File: config.mk
export PLATFORM = sky130hd
export DESIGN_NAME = media_escala_param
export DESIGN_NICKNAME = d
export VERILOG_FILES = /design/src/rtl/media_escala_param.sv
export SDC_FILE = /design/constraint.sdc
export NUM_CORES = 1
export LEC_CHECK = 0
export CAP_MARGIN = 20
export CORE_AREA = 2 2 276 142
export CTS_CLUSTER_DIAMETER = 30
export DETAILED_ROUTE_END_ITERATION = 12
export DIE_AREA = 0 0 278 144
export HOLD_SLACK_MARGIN = 0.12
export SYNTH_ARGS = -nofsm -noshare
export SYNTH_HDL_FRONTEND = slang
export SYNTH_SLANG_ARGS = --single-unit
File: constraint.sdc
create_clock -name clk -period 24.5 [get_ports clk]
set_input_delay 2.45 -clock clk [delete_from_list [all_inputs] [get_ports clk]]
set_output_delay 2.45 -clock clk [all_outputs]
set_load 0.005 [all_outputs]
File: src/rtl/media_escala_param.sv
// Block-average / decimating downscaler: ROM source image -> VGA frame RAM, factor 2^L per frame.
// Optional MEDIA_ARRED_EN: round half-up in averaging mode instead of truncating.
module media_escala_param #(
    parameter int LARGURA  = 160,
    parameter int ALTURA   = 120,
    parameter int PIX_W    = 8,
    parameter int ADDR_W   = 19,
    parameter int MAX_LOG2 = 2,
    parameter int ROM_LAT  = 1
) (
    input  logic              clk,
    input  logic              rst_n,
    input  logic              start,
    input  logic [1:0]        log2_fator,
    input  logic              modo,
    input  logic [PIX_W-1:0]  pixel_rom,
    output logic [ADDR_W-1:0] rom_addr,
    output logic [ADDR_W-1:0] addr_ram_vga,
    output logic [PIX_W-1:0]  pixel_saida,
    output logic              wr_en,
    output logic              busy,
    output logic              done
);
    localparam int                ACC_W    = PIX_W + 2 * MAX_LOG2;
    localparam logic [1:0]        MAX_L    = 2'(MAX_LOG2);
    localparam logic [ROM_LAT-1:0] LOW_MASK = ROM_LAT'((1 << (ROM_LAT - 1)) - 1);
    localparam logic [ADDR_W-1:0] ONE      = ADDR_W'(1);

    typedef enum logic [1:0] {IDLE, READ, DRAIN, WRITE} state_t;

    state_t              state_q, state_d;
    logic [1:0]          l_q, l_d;
    logic                m_q, m_d;
    logic [ADDR_W-1:0]   sx_q, sx_d, sy_q, sy_d, bx_q, bx_d, by_q, by_d;
    logic [ACC_W-1:0]    acc_q, acc_d;
    logic [ROM_LAT-1:0]  vld_q, vld_d;
    logic [ADDR_W-1:0]   rom_addr_q, rom_addr_d, addr_ram_q, addr_ram_d;
    logic [PIX_W-1:0]    pixel_q, pixel_d;
    logic                wr_en_q, wr_en_d, busy_q, busy_d, done_q, done_d;

    logic [1:0]          l_in;
    logic [ADDR_W-1:0]   nl_in, na_in, nl, na, f_m1;
    logic [2:0]          sh;
    logic [PIX_W-1:0]    avg;

    function automatic logic [ADDR_W-1:0] src_addr(input logic [ADDR_W-1:0] bxi,
                                                   input logic [ADDR_W-1:0] byi,
                                                   input logic [ADDR_W-1:0] sxi,
                                                   input logic [ADDR_W-1:0] syi,
                                                   input logic [1:0]        li);
        src_addr = ((byi << li) + syi) * ADDR_W'(LARGURA) + (bxi << li) + sxi;
    endfunction

    assign l_in  = (log2_fator > MAX_L) ? MAX_L : log2_fator;
    assign nl_in = ADDR_W'(LARGURA) >> l_in;
    assign na_in = ADDR_W'(ALTURA) >> l_in;
    assign nl    = ADDR_W'(LARGURA) >> l_q;
    assign na    = ADDR_W'(ALTURA) >> l_q;
    assign f_m1  = (ONE << l_q) - ONE;
    assign sh    = {l_q, 1'b0};

    always_comb begin
        state_d    = state_q;
        l_d        = l_q;
        m_d        = m_q;
        sx_d       = sx_q;
        sy_d       = sy_q;
        bx_d       = bx_q;
        by_d       = by_q;
        acc_d      = acc_q;
        rom_addr_d = rom_addr_q;
        addr_ram_d = addr_ram_q;
        pixel_d    = pixel_q;
        wr_en_d    = 1'b0;
        busy_d     = busy_q;
        done_d     = 1'b0;
        vld_d      = (vld_q << 1) | ROM_LAT'(state_q == READ);

        if (vld_q[ROM_LAT-1])
            acc_d = m_q ? ACC_W'(pixel_rom) : acc_q + ACC_W'(pixel_rom);

        avg = PIX_W'(acc_d >> sh);
`ifdef MEDIA_ARRED_EN
        if (l_q != 2'd0)
            avg = PIX_W'((acc_d + (ACC_W'(1) << (sh - 3'd1))) >> sh);
`endif

        case (state_q)
            IDLE: begin
                // busy still high here means this is the done cycle: start is not accepted
                if (busy_q) begin
                    busy_d = 1'b0;
                end else if (start) begin
                    l_d    = l_in;
                    m_d    = modo;
                    busy_d = 1'b1;
                    sx_d   = '0;
                    sy_d   = '0;
                    bx_d   = '0;
                    by_d   = '0;
                    if (nl_in == '0 || na_in == '0) done_d = 1'b1;
                    else                            state_d = READ;
                end
            end
            READ: begin
                if (m_q || (sx_q == f_m1 && sy_q == f_m1)) begin
                    sx_d    = '0;
                    sy_d    = '0;
                    state_d = DRAIN;
                end else if (sx_q == f_m1) begin
                    sx_d = '0;
                    sy_d = sy_q + ONE;
                end else begin
                    sx_d = sx_q + ONE;
                end
            end
            DRAIN: begin
                // only the sample being captured this cycle may still be in flight
                if ((vld_q & LOW_MASK) == '0) begin
                    state_d    = WRITE;
                    wr_en_d    = 1'b1;
                    addr_ram_d = by_q * nl + bx_q;
                    pixel_d    = m_q ? PIX_W'(acc_d) : avg;
                end
            end
            WRITE: begin
                acc_d = '0;
                if (bx_q == nl - ONE) begin
                    bx_d = '0;
                    if (by_q == na - ONE) begin
                        by_d    = '0;
                        done_d  = 1'b1;
                        state_d = IDLE;
                    end else begin
                        by_d    = by_q + ONE;
                        state_d = READ;
                    end
                end else begin
                    bx_d    = bx_q + ONE;
                    state_d = READ;
                end
            end
            default: state_d = IDLE;
        endcase

        if (state_d == READ)
            rom_addr_d = src_addr(bx_d, by_d, sx_d, sy_d, l_d);
    end

    always_ff @(posedge clk or negedge rst_n) begin
        if (!rst_n) begin
            state_q    <= IDLE;
            l_q        <= '0;
            m_q        <= 1'b0;
            sx_q       <= '0;
            sy_q       <= '0;
            bx_q       <= '0;
            by_q       <= '0;
            acc_q      <= '0;
            vld_q      <= '0;
            rom_addr_q <= '0;
            addr_ram_q <= '0;
            pixel_q    <= '0;
            wr_en_q    <= 1'b0;
            busy_q     <= 1'b0;
            done_q     <= 1'b0;
        end else begin
            state_q    <= state_d;
            l_q        <= l_d;
            m_q        <= m_d;
            sx_q       <= sx_d;
            sy_q       <= sy_d;
            bx_q       <= bx_d;
            by_q       <= by_d;
            acc_q      <= acc_d;
            vld_q      <= vld_d;
            rom_addr_q <= rom_addr_d;
            addr_ram_q <= addr_ram_d;
            pixel_q    <= pixel_d;
            wr_en_q    <= wr_en_d;
            busy_q     <= busy_d;
            done_q     <= done_d;
        end
    end

    assign rom_addr     = rom_addr_q;
    assign addr_ram_vga = addr_ram_q;
    assign pixel_saida  = pixel_q;
    assign wr_en        = wr_en_q;
    assign busy         = busy_q;
    assign done         = done_q;
endmodule

# Word-level counts from Yosys, hierarchy flattened
# Cells that the tools add are included.
[totals] word_cells=97 out_inout_bits=49 ff_bits=143 in_bits=14
[op_classes] reduce_logical=7 addsub=12 order_cmp=1 mul=2 bitwise_logic=1 n_mux=43 n_shift=8 n_eq_ne=8
[ops] cell="$mux W19" n=15
[ops] cell="$pmux W19 S2" n=4
[ops] cell="$add A19 B1 Y19 const B" n=4
[ops] cell="$add A19 B19 Y19" n=4
[ops] cell="$eq A19 B19 Y1" n=4
[ops] cell="$sub A19 B1 Y19 const B" n=3
[ops] cell="$logic_not A19 Y1" n=2
[ops] cell="$shl A19 B2 Y19" n=2
[ops] cell="$shr A7 B2 Y19 const A" n=2
[ops] cell="$shr A8 B2 Y19 const A" n=2
[ops] cell="$mux W12" n=3
[ops] cell="$mul A19 B19 Y19" n=1
[ops] cell="$mul A19 B3 Y14 const B" n=1
[ops] cell="$shl A1 B2 Y19 const A" n=1
[ops] cell="$mux W2" n=9
[ops] cell="$add A12 B8 Y12" n=1
[ops] cell="$shr A12 B3 Y8" n=1
[ops] cell="$mux W1" n=9
[ops] cell="$mux W8" n=1
[ops] cell="$pmux W2 S4" n=1
[ops] cell="$eq A2 B1 Y1 const B" n=2
[ops] cell="$eq A2 B2 Y1 const B" n=2
[ops] cell="$reduce_and A3 Y1" n=1
[ops] cell="$gt A2 B2 Y1 const B" n=1
[ops] cell="5 further kinds" n=6

# Logic depth before layout (Yosys ltp)
# Gate-level depths: netlist of the first run.
[depth] ltp_word=11 ltp_mapped=45 mapped_depth_nobuf=41

# Least setup slack after synthesis of the first run
# OpenSTA, ideal clock, no wires.
[synth_timing] kind="input to register" start="input port start" end="register rom_addr_q[18] (netlist: rom_addr[18])" slack_ns=14.986 t_required_ns=24.380 setup_time_ns=0.120 arrival_ns=9.394 stages=34 path_cell_list="nand3b_1 > mux2i_1 > inv_2 > clkbuf_1 > nand2_1 > o21ai_0 > a22o_1 > ha_1 > a21o_1 > a21oi_1 > o21bai_1 > a21oi_1 > nor2_1 > o21a_1 > o21ai_0 > nand2_1 > a21oi_1 > xnor2_1 > ha_1 > ha_1 > inv_1 > o21bai_1 > a21oi_1 > xor2_1 > fa_1 > xor2_1 > nor2_1 > a221o_1 > nor3_2 > xor2_1 > xnor3_1 > or4_1 > o221a_1 > o211a_1"
[synth_via] elab_chain_cells=8
[synth_lines] item="start, declared" line_no="13" source="input logic start,"
[synth_lines] item="$mux W19 or $mux W2 (tied branches)" line_no="93" source="end else if (start) begin"
[synth_lines] item="$mux W19 or $mux W2 (tied branches)" line_no="91" source="if (busy_q) begin"
[synth_lines] item="$pmux W19 S2 or $mux W2 (tied branches)" line_no="88" source="case (state_q)"
[synth_lines] item="$shl A19 B2 Y19" line_no="51" source="src_addr = ((byi << li) + syi) * ADDR_W'(LARGURA) + (bxi << li) + sxi;"
[synth_lines] item="$add A19 B19 Y19" line_no="51"
[synth_lines] item="$mul A19 B3 Y14" line_no="51"
[synth_lines] item="$add A19 B19 Y19 (2 in a row)" line_no="51"
[synth_lines] item="end signal, assigned" line_no="177" source="rom_addr_q <= rom_addr_d;"
[synth_lines] item="end, declared" line_no="37" source="logic [ADDR_W-1:0] rom_addr_q, rom_addr_d, addr_ram_q, addr_ram_d;"
# Several ways; a longest one is shown, not always the timed one.
# A chain may end at the register's enable or synchronous reset.

# Worst setup path after layout of the first run
[layout_timing] start="register l_q[0]" end="register rom_addr_q[18] (netlist: rom_addr[18])"
[layout_via] elab_chain_cells=11
[layout_lines] item="start, declared" line_no="32" source="logic [1:0] l_q, l_d;"
[layout_lines] item="start signal, assigned" line_no="169" source="l_q <= l_d;"
[layout_lines] item="$shr A7 B2 Y19 or $shl A1 B2 Y19 (tied branches)" line_no="58, 59"
[layout_lines] item="$sub A19 B1 Y19 (on tied branches)" line_no="130, 59"
[layout_lines] item="$eq A19 B19 Y1 (on tied branches)" line_no="130, 106, 110"
[layout_lines] item="$mux W19 or $logic_and A1 B1 Y1 (tied branches)" line_no="130, 106"
[layout_lines] item="$mux W19 or $logic_or A1 B1 Y1 (tied branches)" line_no="128, 106"
[layout_lines] item="$pmux W19 S2 or $mux W19 (tied branches)" line_no="88, 106"
[layout_lines] item="$shl A19 B2 Y19 or $pmux W19 S2 (tied branches)" line_no="51, 88"
[layout_lines] item="$add A19 B19 Y19" line_no="51"
[layout_lines] item="$mul A19 B3 Y14" line_no="51"
[layout_lines] item="$add A19 B19 Y19 (2 in a row)" line_no="51"
# Several ways; a longest one is shown, not always the timed one.

==> flow_metrics.tcl, run 1 <==
set metrics [dict create \
    avgSynthCellArea_um2 8.59 \
    htree_num_levels 4 \
    antenna_found_initial 0 \
    power_density_nw_per_um2 40.2 \
    ys_seq_elements 143 \
    use_met2_pct 26.3 \
    power_w 0.000665 \
    maxCapViolCount 0 \
    post_cts_buffers 0 \
    relSlewSlack_pct 33.9 \
    design.core.area_um2 38000 \
    tns_ns 0 \
    grt_usage_pct 21.8 \
    cts_max_path_buffers 2 \
    grt_max_degree 78 \
    finalCriticalPeriod_ns 10.51 \
    drive_above_1_share_pct 5.29 \
    ys.flop_type "dfrtp_1" \
    cts.reportedPaths.clkPinSlew_ns 0.06 \
    grt.met1_usage_pct 36.6 \
    seq_area_frac_synth_pct 24.0 \
    synthArstFlopShare_pct 100 \
    vias 12600 \
    combPwrFrac_pct 19.7 \
    cp_slowest_cell "o41ai_1" \
    syn_inst 1733 \
    std_cell_rows 51 \
    clock-skew-final_ns 0.0143 \
    areaGrowthSynthToFinish_pct 11.2 \
    slew_violations 0 \
    synth_area_um2 14900 \
    cp-end-kind "flip-flop" \
    worst_slew_pin_slew_ns 0.992 \
    yosys-top-cells-area "dfrtp_1 (24%), ha_1 (15%), fa_1 (10%), inv_1 (4.1%), xnor2_1 (3.6%)" \
    dr.pass1.iters 7 \
    dp_hpwl_mm 33.0 \
    worst-setup-path-type "flip-flop to flip-flop" \
    routed_wl_mm 42.3 \
    cts_root_buf "clkbuf_16" \
    p_int_w 0.000461 \
    viasPerCell 5.58 \
    outcome "finished clean" \
    grt_pass1_wl_mm 67.9 \
    top_usage_layer "met1" \
    cp.arrival_ns 10.84 \
    p_sw_w 0.000204 \
    cp_max_fo 38 \
    hold_viol_final 0 \
    drt_iter0_drc 1486 \
    hold_ws_ns 0.492 \
    io_buffer_count 62 \
    overflow 0 \
    die_x_um 278 \
    yosys.area.top_type "dfrtp_1" \
    setup_viol 0 \
    antenna_left 0 \
    switching_share_pct 30.7 \
    hold_path_class "flip-flop to flip-flop" \
    synth_top_area_share_pct 24.0 \
    die_h_um 144 \
    worstPathRequired_ns 24.83 \
    fmax_ghz 0.0952 \
    p_clk_share_pct 41.9 \
    fin_nets 2011 \
    vdd_drop_max_v 0.0000469 \
    grt_pass1_vias 11600 \
    start_util_pct 39.2 \
    rsz0062_at_grt "false" \
    cts-buffers-inserted 17 \
    ys_warn_count 0 \
    period_share_pct 42.9 \
    holdBufCountCts 0 \
    max_stage_delay_ns 0.56 \
    dieArea_um2 40000 \
    pin_count 63 \
    cts_tree "done" \
    finalNonFillerCells 2262 \
    startpoint_type "flip-flop" \
    synth_cell_types 82 \
    syn_nets 1997 \
    ctsResizeCount 0 \
    use_met3_pct 5.78 \
    drc_errors 0 \
    p_leak_nw 7.59 \
    cts.sinks 143 \
    clock_latency_ns 0.45 \
    dpl.cell_count 2231 \
    routabilityCongestion 0.962 \
    wl_per_cell_um 18.7 \
    synth_edf_count 0 \
    p_seq_share_pct 38.4 \
]
[through the flow]
step / setup slack, ns / utilization, % / instance area (um^2)
floorplan: 14.99 / - / 14900
global placement: 13.97 / 42.0 / 15900
global route: 13.26 / 43.6 / 16500
detailed placement: 13.72 / 42.0 / 15900
finish: 13.99 / 43.6 / 16500
CTS: 14.14 / 43.6 / 16500
[power by group through the flow]
stage	Combinational [W]	Clock, W	Sequential [W]
global route	0.000149	0.000294	0.000257
finish	0.000131	0.000279	0.000256
detailed placement	0.000129	0	0.000260
floorplan	0.0000916	0	0.000258
CTS	0.000130	0.000283	0.000256
global placement	0.000126	0	0.000260
[metal layers]
layer,routed length (um),part of all wire (%)
met1,23000,54
met2,14900,35
met3,4070,9.6
met4,342,0.81
met5,0,0
[sequential cells by signal (all words and copies together), names as in the netlist, named ones only]
signal and cells:
vld_q 1, addr_ram_vga 19, sy_q 14, state_q 2
sx_q 19, acc_q 12, wr_en 1, pixel_saida 8
by_q 14, rom_addr 19, done 1, m_q 1
bx_q 19, busy 1, l_q 2
[final timing paths]
| check | from | to | slack [ns] | depth (start not counted) |
|---|---|---|---|---|
| setup / recovery | l_q[0]$_DFF_PN0_ | rom_addr[18]$_DFFE_PN0N_ | 13.99 | 37 |
| hold / removal | addr_ram_vga[14]$_DFFE_PN0P_ | addr_ram_vga[14]$_DFFE_PN0P_ | 0.49 | 2 |
| setup reg to reg | l_q[0]$_DFF_PN0_ | rom_addr[18]$_DFFE_PN0N_ | 13.99 | 37 |
| hold reg to reg | addr_ram_vga[14]$_DFFE_PN0P_ | addr_ram_vga[14]$_DFFE_PN0P_ | 0.49 | 2 |
| max in group asynchronous | rst_n | bx_q[16]$_DFF_PN0_ | 21.01 | 2 |
| min in group asynchronous | rst_n | rom_addr[8]$_DFFE_PN0N_ | 2.00 | 1 |
[synth_stat cells, types with 5 or more instances]
cell,n
mux2i_1,30
clkbuf_1,75
or2_2,6
a21oi_1,85
or3_1,10
xor2_1,37
nand2_1,130
o21a_1,5
o31a_1,7
a21o_1,23
mux2_2,19
nand4_1,25
nor2b_1,17
o21ai_1,39
inv_1,162
a31oi_1,20
xnor2_1,62
a22o_1,7
and3_1,21
o211ai_1,14
nand3_1,50
ha_1,176
o21ai_0,97
nor3_1,25
buf_2,6
fa_1,74
and2_1,77
nand2b_1,9
nor2_1,133
dfrtp_1,143
or4_1,6
o41ai_1,6
o31ai_1,18
o21bai_1,14
nor4_1,20
[critical path: cells and delay by family (launching register included)]
family / cells / cell delay [ns]
DFF: 1 / 0.32
adders and majority gates: 5 / 1.89
buffers and inverters: 3 / 1.09
AOI/OAI and AO/OA: 18 / 4.07
and+or+nand+nor: 6 / 1.82
xor gates and xnor gates: 5 / 1.18
[cells by family after synthesis]
| kind of cell | count (synthesis) | synth area share (%) |
|---|---|---|
| multiplexers | 52 | 3.68 |
| AO/OA/AOI/OAI | 388 | 16.7 |
| adder cells (fa/ha/maj) | 250 | 24.8 |
| flip-flops | 143 | 24.0 |
| XOR/XNOR | 100 | 5.98 |
| buffers and inverters | 251 | 6.43 |
| AND/OR/NAND/NOR | 549 | 18.4 |
[placed cells by master, fill, tap and decap left out, types with 25 or more instances in the layout]
| cell | instances |
|---|---|
| a21oi_1 | 85 |
| and2_1 | 77 |
| clkdlybuf4s50_1 | 61 |
| dfrtp_1 | 143 |
| fa_1 | 74 |
| ha_1 | 175 |
| inv_1 | 162 |
| mux2i_1 | 29 |
| nand2_1 | 130 |
| nand3_1 | 50 |
| nand4_1 | 25 |
| nor2_1 | 133 |
| nor3_1 | 25 |
| o21ai_0 | 97 |
| o21ai_1 | 39 |
| xnor2_1 | 62 |
| xor2_1 | 37 |
[layout make-up]
class / instances / area [um^2]
fill: 3742 / 21400
antenna: 1 / 2.50
multi-input combinational: 1339 / 10400
sequential: 143 / 3580
timing repair buffer: 80 / 757
clock buffer: 18 / 439
inverter: 166 / 623
clock inverter: 12 / 161
tap: 503 / 629
Note: power is estimated with default switching activity, not from simulation.
==> run 2, diff against run 1 <==
==> constraint.sdc (replaced) <==
create_clock -name clk -period 8.8 [get_ports clk]
set_input_delay 0.88 -clock clk [delete_from_list [all_inputs] [get_ports clk]]
set_output_delay 0.88 -clock clk [all_outputs]
set_load 0.005 [all_outputs]
==> run 2 against run 1 <==
Effect of this change:
- final cell count grew 3.4%
- first-iteration DRC count shrank 10%
- register-to-register slack lost 14 ns
- count of clock-buffer cells in the layout shrank 1
- sequential share of layout area shrank 1.0 points
- clock skew is essentially flat
- global-route usage grew 1.5 points
- flip-flop and latch count is the same
- worst setup slack lost 14 ns
- sequential power grew to 2.8 times the previous value
==> flow_metrics.tcl, run 2 (synthesis results as in run 1) <==
set metrics [dict create \
    clock_latency_ns 0.45 \
    crit_buf_inv 4 \
    wl_per_cell_um 19.5 \
    final_common_cell "ha_1" \
    relSlewSlack_pct 34.5 \
    dp_hpwl_mm 36.2 \
    power_w 0.00189 \
    grt_pass1_wl_mm 71.6 \
    cts-buffers-inserted 17 \
    die_h_um 144 \
    vdd_drop_max_v 0.000138 \
    placed_area_um2 16400 \
    start_util_pct 39.2 \
    die_x_um 278 \
    most-common-layout-cells "ha_1 (169), inv_1 (161), dfrtp_1 (141), nand2_1 (130), nor2_1 (129)" \
    drt_iter0_drc 1336 \
    std_cell_rows 51 \
    overflow 0 \
    fmax_ghz 0.118 \
    antenna_left 0 \
    vias 13100 \
    tns_ns 0 \
    cp-end-kind "flip-flop" \
    worst-setup-path-type "flip-flop to flip-flop" \
    timing.final.ws_setup_ns 0.335 \
    antenna_found_initial 0 \
    drc_errors 0 \
    hold_ws_ns 0.463 \
    setup_viol 0 \
    cts_max_path_buffers 2 \
    slew_violations 0 \
    routed_wl_mm 45.6 \
    grt_pass1_vias 12200 \
    dp_slack_ns -0.0188 \
    dieArea_um2 40000 \
    worst_slew_pin_slew_ns 0.974 \
    fillers 3671 \
    crit_family "compound AO/OA/AOI/OAI gates" \
    power_density_nw_per_um2 109 \
    maxCapViolCount 0 \
    cp.arrival_ns 8.81 \
    hold_viol_final 0 \
    antenna_cells 0 \
    grt_usage_pct 23.3 \
    grt_max_degree 79 \
    period_share_pct 96.2 \
    p_leak_nw 8.02 \
    holdBufCountCts 0 \
    path_common_cell "ha_1" \
    htree_num_levels 4 \
    hold_path_class "input port to async pin" \
    cts_root_buf "clkbuf_16" \
    io_buffer_count 62 \
    max_stage_delay_ns 0.58 \
    viasPerCell 5.61 \
    reg2reg_setup_slack_ns 0.33 \
    clock-skew-final_ns 0.0144 \
    cp_max_fo 21 \
    worstPathRequired_ns 9.15 \
    fin_nets 2087 \
    cp_slowest_cell "or4_4" \
    cts.sinks 143 \
    finalCriticalPeriod_ns 8.47 \
    cts.reportedPaths.clkPinSlew_ns 0.07 \
    stdcell_area_um2 17400 \
    outcome "finished clean" \
    routabilityCongestion 0.992 \
    dr.pass1.iters 5 \
    cts_tree "done" \
    startpoint_type "flip-flop" \
    design.core.area_um2 38000 \
    areaGrowthSynthToFinish_pct 16.8 \
    pin_count 63 \
    drive_above_1_share_pct 11.6 \
]
==> run 2: cell count changes in the layout (fill, tap and decap cells not counted), moves of 4 or more <==
cell	before	now
buf_4	18	91
a21oi_1	85	77
a21oi_2	0	8
ha_1	175	169
ha_2	1	6
xnor2_1	62	57
xnor2_2	0	5
nor2_1	133	129
nor2_2	0	4
==> run 2: report_power, final <==
group	total, W	leakage, nW	switching (W)	internal, W
Combinational	0.000373	6.05	0.000230	0.000143
Clock	0.000812	0.305	0.000354	0.000458
Sequential	0.000710	1.66	0.0000225	0.000688
Total	0.00189	8.02	0.000607	0.00129
==> run 2: area by class of cell <==
class                   instances  area, um^2  area share [%]
flip-flops and latches        143        3580            20.6
clock inverters                15         198            1.14
well taps                     503         629            3.62
clock buffers                  17         425            2.45
inverters                     166         626            3.60
repair buffers                156        1340            7.70
multi-input cells            1339       10600            60.9
==> run 2: layer usage <==
metal / global-route usage, % / wire length [um] / up-vias
met5: 0 / 0 / -
met1: 37.8 / 24200 / 6354
li1: - / - / 6228
met3: 8.40 / 5170 / 29
met4: 3.56 / 259 / 0
met2: 28.1 / 15900 / 505
==> run 2: stage by stage <==
| stage | instances | util, % |
|---|---|---|
| 2_1_floorplan | 1733 | - |
| 3_3_place_gp | 2291 | 43.2 |
| 3_5_place_dp | 2291 | 43.2 |
| 4_1_cts | 2324 | 44.9 |
| 5_1_grt | 2339 | 45.8 |
| 6_report | 2339 | 45.8 |
==> run 2: worst paths after layout <==
kind | endpoint | depth (start not counted) | from
max | rom_addr[18]$_DFFE_PN0N_ | 35 | l_q[0]$_DFF_PN0_
min | rom_addr[8]$_DFFE_PN0N_ | 1 | rst_n
max reg2reg | rom_addr[18]$_DFFE_PN0N_ | 35 | l_q[0]$_DFF_PN0_
min reg2reg | rom_addr[15]$_DFFE_PN0N_ | 2 | rom_addr[15]$_DFFE_PN0N_
max in group asynchronous | by_q[12]$_DFF_PN0_ | 2 | rst_n
min in group clk | rom_addr[15]$_DFFE_PN0N_ | 2 | rom_addr[15]$_DFFE_PN0N_
==> run 2: what timing repair did <==
item	4_1_cts	5_1_grt
setup buffers	1	15
pin swaps	1	28
resized for setup	1	48
setup endpoints to repair	1	1
==> run 2: worst reg2reg max path, delay by kind of cell (launching register included) <==
family | cells | cell delay (ns)
flops | 1 | 0.44
fa+ha+maj | 8 | 2.63
buf+inv | 4 | 0.53
simple gates | 6 | 1.81
xor+xnor | 1 | 0.20
compound gates | 15 | 2.66
mux | 1 | 0.11
